<file path="src/rtl/muldiv_unit.sv">
// Iterative multiply/divide unit for the EX stage: shift-add multiply (MUL_STEP bits/cycle),
// restoring divide (1 bit/cycle), start/done handshake with pipeline stall and flush abort.
module muldiv_unit #(
  parameter int unsigned WIDTH    = 32,
  parameter int unsigned MUL_STEP = 1
) (
  input  logic             clock,
  input  logic             reset,
  input  logic             start,
  input  logic [1:0]       op,
  input  logic             flush,
  input  logic [WIDTH-1:0] operand_a,
  input  logic [WIDTH-1:0] operand_b,
  output logic             stall,
  output logic             busy,
  output logic             done,
  output logic [WIDTH-1:0] result_lo,
  output logic [WIDTH-1:0] result_hi,
  output logic             div_by_zero
);

  localparam int unsigned CW = $clog2(WIDTH);
  localparam int unsigned PW = WIDTH + MUL_STEP;
  localparam int unsigned AW = 2 * WIDTH;
  localparam logic [CW-1:0] MUL_LAST = CW'(WIDTH / MUL_STEP - 1);
  localparam logic [CW-1:0] DIV_LAST = CW'(WIDTH - 1);

  typedef enum logic [1:0] {S_IDLE, S_CALC, S_FIX, S_DONE} state_t;

  state_t          state, next_state;
  logic [1:0]      op_r;
  logic [WIDTH-1:0] b_mag;
  logic [AW-1:0]   acc;
  logic [CW-1:0]   count;
  logic            neg_q, neg_r, dbz_r;

  logic             accept_c, in_dbz_c, a_neg_c, b_neg_c, last_c;
  logic [WIDTH-1:0] a_mag_c, b_mag_c;
  logic [MUL_STEP-1:0] digit_c;
  logic [PW-1:0]    pp_c, sum_c;
  logic [WIDTH:0]   rem_sh_c, diff_c;
  logic [AW-1:0]    step_c, prod_c;
  logic [WIDTH-1:0] fix_lo_c, fix_hi_c;

  // Operand capture: magnitudes for signed ops, divide-by-zero detection
  always_comb begin
    accept_c = start & ~flush & ((state == S_IDLE) | (state == S_DONE));
    in_dbz_c = op[1] & (operand_b == '0);
    a_neg_c  = op[0] & operand_a[WIDTH-1];
    b_neg_c  = op[0] & operand_b[WIDTH-1];
    a_mag_c  = a_neg_c ? (~operand_a + WIDTH'(1)) : operand_a;
    b_mag_c  = b_neg_c ? (~operand_b + WIDTH'(1)) : operand_b;
    last_c   = (count == (op_r[1] ? DIV_LAST : MUL_LAST));
    stall    = accept_c | (state == S_CALC) | (state == S_FIX);
  end

  // One iteration: shift-add multiply step or restoring divide step on acc = {hi, lo}
  always_comb begin
    digit_c  = acc[MUL_STEP-1:0];
    pp_c     = PW'(b_mag) * PW'(digit_c);
    sum_c    = PW'(acc[AW-1:WIDTH]) + pp_c;
    rem_sh_c = {acc[AW-1:WIDTH], acc[WIDTH-1]};
    diff_c   = rem_sh_c - {1'b0, b_mag};
    step_c   = acc;
    if (op_r[1]) begin
      if (!diff_c[WIDTH]) step_c = {diff_c[WIDTH-1:0], acc[WIDTH-2:0], 1'b1};
      else                step_c = {rem_sh_c[WIDTH-1:0], acc[WIDTH-2:0], 1'b0};
    end else begin
      step_c = AW'({sum_c, acc[WIDTH-1:0]} >> MUL_STEP);
    end
  end

  // Sign correction applied in FIX
  always_comb begin
    prod_c   = neg_q ? (~acc + AW'(1)) : acc;
    fix_lo_c = prod_c[WIDTH-1:0];
    fix_hi_c = prod_c[AW-1:WIDTH];
    if (dbz_r) begin
      fix_lo_c = '1;
      fix_hi_c = acc[WIDTH-1:0];
    end else if (op_r[1]) begin
      fix_lo_c = neg_q ? (~acc[WIDTH-1:0] + WIDTH'(1)) : acc[WIDTH-1:0];
      fix_hi_c = neg_r ? (~acc[AW-1:WIDTH] + WIDTH'(1)) : acc[AW-1:WIDTH];
    end
  end

  // Next-state logic; flush overrides everything
  always_comb begin
    next_state = state;
    unique case (state)
      S_IDLE: if (accept_c) next_state = in_dbz_c ? S_FIX : S_CALC;
      S_CALC: if (last_c) next_state = S_FIX;
      S_FIX:  next_state = S_DONE;
      S_DONE: next_state = accept_c ? (in_dbz_c ? S_FIX : S_CALC) : S_IDLE;
      default: next_state = S_IDLE;
    endcase
    if (flush) next_state = S_IDLE;
  end

  always_ff @(posedge clock or negedge reset) begin
    if (!reset) begin
      state <= S_IDLE;
      busy  <= 1'b0;
      done  <= 1'b0;
    end else begin
      state <= next_state;
      busy  <= (next_state == S_CALC) | (next_state == S_FIX);
      done  <= (next_state == S_DONE);
    end
  end

  always_ff @(posedge clock or negedge reset) begin
    if (!reset) begin
      op_r        <= '0;
      b_mag       <= '0;
      acc         <= '0;
      count       <= '0;
      neg_q       <= 1'b0;
      neg_r       <= 1'b0;
      dbz_r       <= 1'b0;
      result_lo   <= '0;
      result_hi   <= '0;
      div_by_zero <= 1'b0;
    end else begin
      if (accept_c) begin
        op_r        <= op;
        b_mag       <= b_mag_c;
        // divide-by-zero keeps the raw dividend for result_hi
        acc         <= {{WIDTH{1'b0}}, in_dbz_c ? operand_a : a_mag_c};
        count       <= '0;
        neg_q       <= a_neg_c ^ b_neg_c;
        neg_r       <= op[1] & a_neg_c;
        dbz_r       <= in_dbz_c;
        div_by_zero <= 1'b0;
      end else if (state == S_CALC) begin
        acc   <= step_c;
        count <= count + CW'(1);
      end
      if (state == S_FIX && !flush) begin
        result_lo   <= fix_lo_c;
        result_hi   <= fix_hi_c;
        div_by_zero <= dbz_r;
      end
    end
  end

endmodule

</file>
<file path="config.mk">
export PLATFORM = sky130hd
export DESIGN_NAME = muldiv_unit
export DESIGN_NICKNAME = d
export VERILOG_FILES = /design/src/rtl/muldiv_unit.sv
export SDC_FILE = /design/constraint.sdc
export NUM_CORES = 1
export LEC_CHECK = 0
export BUFFER_PORTS_ARGS = -buffer_cell sky130_fd_sc_hd__buf_2
export CORE_MARGIN = 10
export CORE_UTILIZATION = 56
export CTS_CLUSTER_SIZE = 10
export DETAILED_ROUTE_END_ITERATION = 6
export GPL_TIMING_DRIVEN = 0
export PLACE_DENSITY = 0.76
export SETUP_SLACK_MARGIN = 0.4
export SYNTH_ARGS = -nofsm -noshare
export SYNTH_HDL_FRONTEND = slang
export SYNTH_SLANG_ARGS = --single-unit
</file>
<file path="constraint.sdc">
create_clock -name clock -period 3.7 [get_ports clock]
set_input_delay 0.74 -clock clock [delete_from_list [all_inputs] [get_ports clock]]
set_output_delay 0.74 -clock clock [all_outputs]
set_load 0.01 [all_outputs]
</file>
## Yosys cells after proc, flatten, opt, wreduce, memory -nomap -nowiden

Index checks and enable logic that the tools add are counted.

| word-level totals | value |
|---|---|
| bits of input ports | 70 |
| output and inout port bits | 68 |
| word-level logic and storage cells | 76 |
| register bits after elaboration | 175 |

| cells by class | value |
|---|---|
| muxes and demuxes | 24 |
| $add $sub $neg | 8 |
| bitwise operators | 17 |
| reduce and logical (&&, ||, !) cells | 6 |
| multipliers | 1 |
| equal/unequal tests | 7 |

Operators by type and width:

| operator | count |
|---|---|
| $mux 64 | 5 |
| $mux 32 | 9 |
| $add 32x1->32 const B | 4 |
| $not 32->32 | 4 |
| $add 64x1->64 const B | 1 |
| $not 64->64 | 1 |
| $add 32x33->33 | 1 |
| $mul 32x1->33 | 1 |
| $sub 33x32->33 | 1 |
| $logic_not 32->1 | 1 |
| $mux 2 | 5 |
| $mux 5 | 2 |
| $eq 2x2->1 const B | 4 |
| $pmux 2 s4 | 1 |
| $and 1x1->1 | 6 |
| $add 5x1->5 const B | 1 |
| $eq 5x5->1 const B | 1 |
| $eq 2x1->1 const B | 2 |
| $or 1x1->1 | 4 |
| $reduce_bool 2->1 | 2 |
| $logic_not 2->1 | 1 |
| $mux 1 | 2 |
| $logic_and 1x1->1 | 1 |
| $logic_not 1->1 | 1 |
| other kinds (2) | 2 |

## Depth between registers and ports, before layout

Gate-level depths: netlist (run 1).

| depth | value |
|---|---|
| depth after elaboration | 8 |
| depth in mapped cells | 15 |
| depth with buffers taken out | 13 |

## Worst setup path after synthesis (run 1)

No wires, ideal clock.

| path | value |
|---|---|
| path kind | reg2reg |
| start | reg acc[0] |
| end | reg acc[59] |
| cell stages (with the launch flop) | 15 |
| required time | 3.574 ns |
| period minus slack after synthesis | 3.375 ns |
| buffers on the path | 2 |
| setup slack | 0.325 ns |
| library setup time | 0.126 ns |
| arrival | 3.249 ns |
| cells stage by stage | dfrtp_1 > clkbuf_1 > inv_1 > clkbuf_1 > nor2_1 > ha_1 > and4_1 > and3_1 > o211ai_1 > a31oi_1 > a41oi_1 > o21ai_0 > a31oi_1 > xnor2_1 > a221o_1 |

| on the way | value |
|---|---|
| cells in the longest elaborated chain, start to end | 5 |

RTL lines:

| element | RTL line | text |
|---|---|---|
| start: declaration | 33 | `logic [AW-1:0] acc;` |
| start signal: assignment | 129 | `acc <= {{WIDTH{1'b0}}, in_dbz_c ? operand_a : a_mag_c};` |
| start signal: assignment | 136 | `acc <= step_c;` |
| $mul 32x1->33 | 60 | `pp_c = PW'(b_mag) * PW'(digit_c);` |
| $add 32x33->33 | 61 | `sum_c = PW'(acc[AW-1:WIDTH]) + pp_c;` |
| $mux 64 | 65 | `if (op_r[1]) begin` |
| $mux 64 | 135 | `end else if (state == S_CALC) begin` |
| $mux 64 | 125 | `if (accept_c) begin` |

No other way between the ends. The select of a mux whose other input is x is not followed.
A chain may end at the register's enable or synchronous reset.

## Worst setup path in the final report (run 1)

| path | value |
|---|---|
| start | reg b_mag[0] |
| end | reg acc[59] |

| on the way | value |
|---|---|
| cells in the longest elaborated chain, start to end | 5 |
| elaborated cells on any way between the ends | 7 |
| classes of those cells | add/sub (2); mul (1); mux (4) |

RTL lines:

| element | RTL line | text |
|---|---|---|
| start: declaration | 32 | `logic [WIDTH-1:0] b_mag;` |
| start signal: assignment | 127 | `b_mag <= b_mag_c;` |
| $mul 32x1->33 / $sub 33x32->33 (equally long branches) | 60, 63 |  |
| $add 32x33->33 / $mux 64 (equally long branches) | 61, 66 |  |
| $mux 64 (*) | 65 |  |
| $mux 64 (*) | 135 |  |
| $mux 64 (*) | 125 |  |

Every way passes the cells marked *; elsewhere a longest branch is shown, timed or not. The select of a mux whose other input is x is not followed.

==> results.json, run 1 <==
{
  "syn_area_per_cell_um2": 8.071,
  "whs_ns": 0.2669,
  "final_antenna_net_count": 0,
  "drt_first_pass_iters": 7,
  "synth_cell_types": 77,
  "viasPerCell": 6.441,
  "worstReg2RegStart": "b_mag[0]",
  "pwr_density_cell_mw_per_mm2": 1003,
  "rr_worst_depth": 12,
  "port_buffers": 137,
  "setup.worst_path.start_class": "flop",
  "slowest_stage": "dfrtp_2",
  "leakage_nw": 7.603,
  "yosysSeqAreaShare": 0.3033,
  "fin_nets": 2125,
  "grt_pass1_vias": 14310,
  "grt_setup_unrepaired": "true",
  "dieArea_mm2": 0.03244,
  "grt_pass1_wl_um": 81130,
  "clk_transition_reported_paths_ns": 0.08,
  "hp-class": "in -> async",
  "synth-edff-count": 0,
  "drive_above_1_share": 0.1783,
  "hold_viol_final": 0,
  "path_cells": "ha_4 -> fa_2 -> nand2b_4 -> a21o_1 -> a211o_4 -> a211oi_4 -> o2111ai_1 -> nand4_1 -> buf_6 -> mux2i_1 -> o22ai_2 -> a221o_1",
  "synth_area_mm2": 0.01436,
  "cap_viol_max_count": 0,
  "final_cell_area_mm2": 0.01714,
  "cts_max_level": 4,
  "gp_congestion": 0.9718,
  "syn_nets": 1926,
  "vdd_drop_max_mv": 0.4582,
  "die-width_um": 180.1,
  "ios": 138,
  "clock_latency_ns": 0.45,
  "num_vias": 14950,
  "fin_crit_sh": 0.9247,
  "cp_top_family": "compound AO/OA/AOI/OAI gates",
  "slew_viol_final": 0,
  "slew_headroom": 0.1911,
  "crit_path_start": "b_mag[0]",
  "final_common_cell": "nand2_1",
  "placed_cell_area_mm2": 0.01549,
  "setup_viol": 0,
  "core_mm2": 0.02518,
  "crit_path_end_kind": "flop",
  "cp_num_cells": 12,
  "post_drt_wl_per_cell_um": 22.90,
  "synth_ff_type": "dfrtp_1",
  "area_growth_pct": 19.35,
  "synth_seq_cells": 174,
  "cpPeakStageDelay_ns": 0.47,
  "period_needed_ns": 3.421,
  "start_util": 0.5702,
  "drcViolationCount": 1,
  "diodes": 0,
  "cts_tree": "built",
  "cts.sinks": 174,
  "postLayoutSetupSlackWorst_ns": 0.2785,
  "rrSetupSlack_ns": 0.28,
  "syn-instance-count": 1779,
  "cts-buffers-inserted": 17,
  "finClkSkew_ns": 0.01054,
  "die_h_um": 180.1,
  "track_usage": 0.3108,
  "dp_slack_ns": -1.042,
  "critPathKind": "reg -> reg",
  "cp-endpoint": "acc[59]",
  "rows": 58,
  "synthArstFlopShare": 1.000,
  "drt_wl_total_um": 53150,
  "arrival_ns": 3.74,
  "layout_common_cells": "nand2_1, o21ai_0, dfrtp_1, nor2_1, buf_2",
  "grt_max_degree": 93,
  "cts_hold_buffers": 0,
  "timing.fmax_ghz": 0.2923,
  "ys_warn_count": 0,
  "cts-root-buf": "clkbuf_16",
  "dpl.hpwl_um": 40600,
  "status": "finished, violations left",
  "antenna_found_initial": 0,
  "drt-initial-drc-count": 1768,
  "violations": "design-rule violations",
  "r2r_end": "acc[59]",
  "cp_data_required_time_ns": 4.02,
  "grt_overflow_total": 0,
  "crit_fanout": 7,
  "worst_slew_pin_slew_ns": 1.202,
  "path_buf_inv": 1,
  "cts_buffer_depth": 2
}
[per-layer routing]
| layer | vias to the layer above | part of all wire | GRT usage |
|---|---|---|---|
| met1 | 7127 | 0.42 | 0.4230 |
| met2 | 861 | 0.43 | 0.4607 |
| li1 | 6833 | - | - |
| met3 | 128 | 0.11 | 0.07530 |
| met5 | - | 0 | 0 |
| met4 | 0 | 0.039 | 0.1339 |
[area by class of cell]
type	count	area [um^2]
Inverter	64	247.7
Timing Repair Buffer	179	1072
Clock buffer	17	425.4
Buffer	113	565.5
Tap cell	330	412.9
Clock inverter	15	193.9
Multi-Input combinational cell	1429	9853
Fill cell	2188	8046
Sequential cell	174	4364
[synth_stat cells, types with 4 or more instances]
master,count,area (um^2)
a22oi_1,9,67.56
a221o_1,4,40.04
a31oi_1,17,106.4
o21bai_1,5,37.54
and3_1,26,162.7
inv_1,64,240.2
nor3_1,30,150.1
xnor2_1,97,849.6
nand4_1,9,56.30
a41o_1,4,40.04
xor2_1,72,630.6
a41oi_1,5,43.79
o31a_1,4,35.03
nand2b_1,21,131.4
nand2_1,190,713.2
and2_1,4,25.02
a21oi_1,113,565.5
a211oi_1,15,112.6
o22ai_1,5,31.28
o21ai_0,189,945.9
o21a_1,16,120.1
o221ai_1,5,43.79
buf_1,12,45.04
or4_1,11,82.58
dfrtp_1,174,4354
clkbuf_1,94,352.8
nand3_1,41,205.2
nor2b_1,13,81.33
mux2i_1,53,530.5
o22a_1,31,271.5
o41ai_1,10,87.58
a211o_1,6,52.55
nor4_1,15,93.84
or3_1,14,87.58
o211ai_1,44,330.3
nor2_1,145,544.3
nor3b_1,7,52.55
a21o_1,32,240.2
buf_2,5,25.02
o31ai_1,26,195.2
or2_2,6,37.54
ha_1,75,938.4
[worst min path at each step]
stage	start	to	depth (start not counted)
floorplan	reset	acc[0]	0
global placement	result_hi[18]	result_hi[18]	2
detailed placement	result_hi[29]	result_hi[29]	2
CTS	reset	acc[40]	1
global route	reset	acc[40]	1
finish	reset	acc[40]	1
[what timing repair did]
item	4_1_cts	5_1_grt
cloned	2	2
endpoints found under the setup margin	84	64
resized for setup	100	91
setup buffers	25	13
pin swaps	37	32
[cells by family (layout without fill, tap and decap cells)]
family	count (synthesis)	count (layout)	synth area share
xor gates and xnor gates	169	169	0.1031
adders and majority gates	77	77	0.06815
and+or+nand+nor	556	557	0.1852
AOI/OAI and AO/OA	570	570	0.2538
DFF	174	174	0.3033
muxes	56	56	0.03930
buffers and inverters	177	388	0.04723
[state kept, by name, summed over array words and instances (netlist names)]
name         count
count            5
busy             1
state            2
div_by_zero      1
done             1
neg_r            1
op_r             1
acc             64
result_hi       32
result_lo       32
b_mag           32
dbz_r            1
neg_q            1
[per-stage QoR]
stage	power, mW	cells	TNS (ns)	utilization
2_1_floorplan	10.51	1779	0	-
3_3_place_gp	13.53	2246	-185.13	0.6138
3_5_place_dp	13.72	2247	-30.19	0.6153
4_1_cts	16.33	2306	0	0.6649
5_1_grt	18.23	2321	0	0.6805
6_report	17.19	2321	0	0.6805
[power by group]
part | internal (mW) | leakage [nW] | switching (mW) | total (mW)
registers | 2.75 | 2.15 | 0.937 | 3.69
clock network | 0.982 | 0.299 | 0.948 | 1.93
logic | 4.60 | 5.15 | 6.98 | 11.6
total | 8.33 | 7.60 | 8.86 | 17.2
No activity file was read; power rests on OpenSTA's default activity.
==> inputs of run 2 (changes only) <==
Settings changed: PLACE_DENSITY 0.76 to not set, PLACE_DENSITY_LB_ADDON set to 0.08.
==> run 2 against run 1 <==
The flow still finishes with violations (design-rule violations). Clock-buffer cell count is the same. Clock power fell by 3%. Routed wire length shrank 1.6%. Global-route usage decreased by 0.71 points. Design area shrank 0.18%. Highest routed layer unchanged.
==> results.json, run 2 (synthesized netlist as in run 1, its figures left out) <==
{
  "status": "finished, violations left",
  "violations": "design-rule violations",
  "setup_viol": 0,
  "critPathKind": "reg -> reg",
  "diodes": 0,
  "track_usage": 0.3037,
  "cts_buffer_depth": 2,
  "grt_use_met2": 0.4948,
  "grt_overflow_total": 0,
  "postLayoutSetupSlackWorst_ns": 0.3746,
  "use_met1": 0.3752,
  "timing.fmax_ghz": 0.3007,
  "slew_headroom": 0.3252,
  "whs_ns": 0.2137,
  "vdd_drop_max_mv": 0.3936,
  "post-route-util": 0.6792,
  "cp_data_required_time_ns": 4.03,
  "cts_hold_buffers": 0,
  "cts_max_level": 4,
  "area_growth_pct": 19.13,
  "rows": 58,
  "grt_busiest_layer": "met2",
  "crit_path_start": "acc[0]",
  "crit_fanout": 6,
  "num_vias": 14910,
  "cap_viol_max_count": 0,
  "crit_path_end_kind": "flop",
  "core_mm2": 0.02518,
  "setup_tns_ns": 0,
  "slowest_stage": "dfrtp_1",
  "worst_slew_pin_slew_ns": 1.003,
  "largest_register": "acc",
  "largest_reg_flops": 64,
  "arrival_ns": 3.66,
  "path_cells": "buf_8 -> inv_8 -> buf_8 -> nor2_1 -> ha_1 -> and4_1 -> and3_4 -> o211ai_1 -> buf_4 -> a31oi_4 -> a41oi_4 -> o21ai_4 -> a31oi_4 -> xnor2_1 -> a221o_1",
  "dp_slack_ns": -0.9657,
  "die_h_um": 180.1,
  "drt-initial-drc-count": 1209,
  "hold_viol_final": 0,
  "clk_transition_reported_paths_ns": 0.08,
  "die-width_um": 180.1,
  "final_antenna_net_count": 0,
  "fin_crit_sh": 0.8987,
  "port_buffers": 137,
  "setup.worst_path.start_class": "flop",
  "cpPeakStageDelay_ns": 0.39,
  "pwr_density_cell_mw_per_mm2": 978.8,
  "leakage_nw": 7.614,
  "period_needed_ns": 3.325,
  "drive_above_1_share": 0.1748,
  "grt_pass1_wl_um": 80360,
  "power_mw": 16.74,
  "cts_tree": "built",
  "ios": 138,
  "cts.sinks": 174,
  "cts-buffers-inserted": 17,
  "final_common_cell": "nand2_1",
  "worstReg2RegStart": "acc[0]",
  "dieArea_mm2": 0.03244,
  "viasPerCell": 6.411,
  "fin_nets": 2131,
  "cts-root-buf": "clkbuf_16",
  "grt_setup_unrepaired": "true",
  "grt_pass1_vias": 14510,
  "slew_viol_final": 0,
  "dpl.hpwl_um": 39620,
  "grt_max_degree": 106,
  "gp_congestion": 1.023,
  "drcViolationCount": 1,
  "grt_util_met3": 0.05301,
  "hp-class": "in -> async",
  "layout_common_cells": "nand2_1, o21ai_0, dfrtp_1, nor2_1, buf_2",
  "start_util": 0.5702,
  "antenna_found_initial": 0,
  "drt_wl_total_um": 52290,
  "drt_first_pass_iters": 7,
  "post_drt_wl_per_cell_um": 22.48,
  "finClkSkew_ns": 0.01895,
  "clock_latency_ns": 0.45
}
-- run 2: layout make-up --
type | instances | area, um^2
Clock buffer | 17 | 425.4
Fill cell | 2133 | 8078
Sequential cell | 174 | 4369
Buffer | 113 | 521.8
Multi-Input combinational cell | 1428 | 9831
Inverter | 64 | 247.7
Timing Repair Buffer | 186 | 1145
Tap cell | 330 | 412.9
Clock inverter | 14 | 151.4
-- run 2: path summary, 6_finish.rpt --
path | endpoint | slack (ns) | depth (start not counted)
max | acc[59] | 0.37 | 15
min | result_hi[5] | 0.21 | 1
max reg2reg | acc[59] | 0.37 | 15
min reg2reg | result_lo[0] | 0.48 | 2
max in group asynchronous | acc[59] | 2.52 | 2
min in group clock | result_lo[0] | 0.48 | 2
-- run 2: repair_timing --
action | 4_1_cts | 5_1_grt
pin swaps | 15 | 37
cloned | 0 | 2
setup buffers | 18 | 28
setup endpoints to repair | 81 | 79
resized for setup | 62 | 123
endpoints found under the hold margin | 0 | 0
-- run 2: worst max-delay path, delay by kind of cell (launching register included) --
kind                       cells  cell delay (ns)
AOI/OAI and AO/OA              6             1.22
and+or+nand+nor                3             0.54
buffers and inverters          4             0.50
DFF                            1             0.39
adders and majority gates      1             0.36
xor gates and xnor gates       1             0.18
-- run 2: report_power, final --
group / switching (mW) / internal (mW)
Clock: 0.973 / 0.900
Sequential: 0.923 / 2.75
Combinational: 6.68 / 4.51
Total: 8.58 / 8.17
-- run 2: per-layer routing --
metal | wire length, um | share of wire
met4 | 2772 | 0.053
met1 | 21000 | 0.40
met5 | 0 | 0
met3 | 4480 | 0.086
met2 | 24040 | 0.46
-- run 2: through the flow --
step	instances	instance area (um^2)
6_report	2326	17100
5_1_grt	2326	17100
4_1_cts	2296	16450
3_5_place_dp	2247	15490
3_3_place_gp	2246	15460
2_1_floorplan	1779	14360
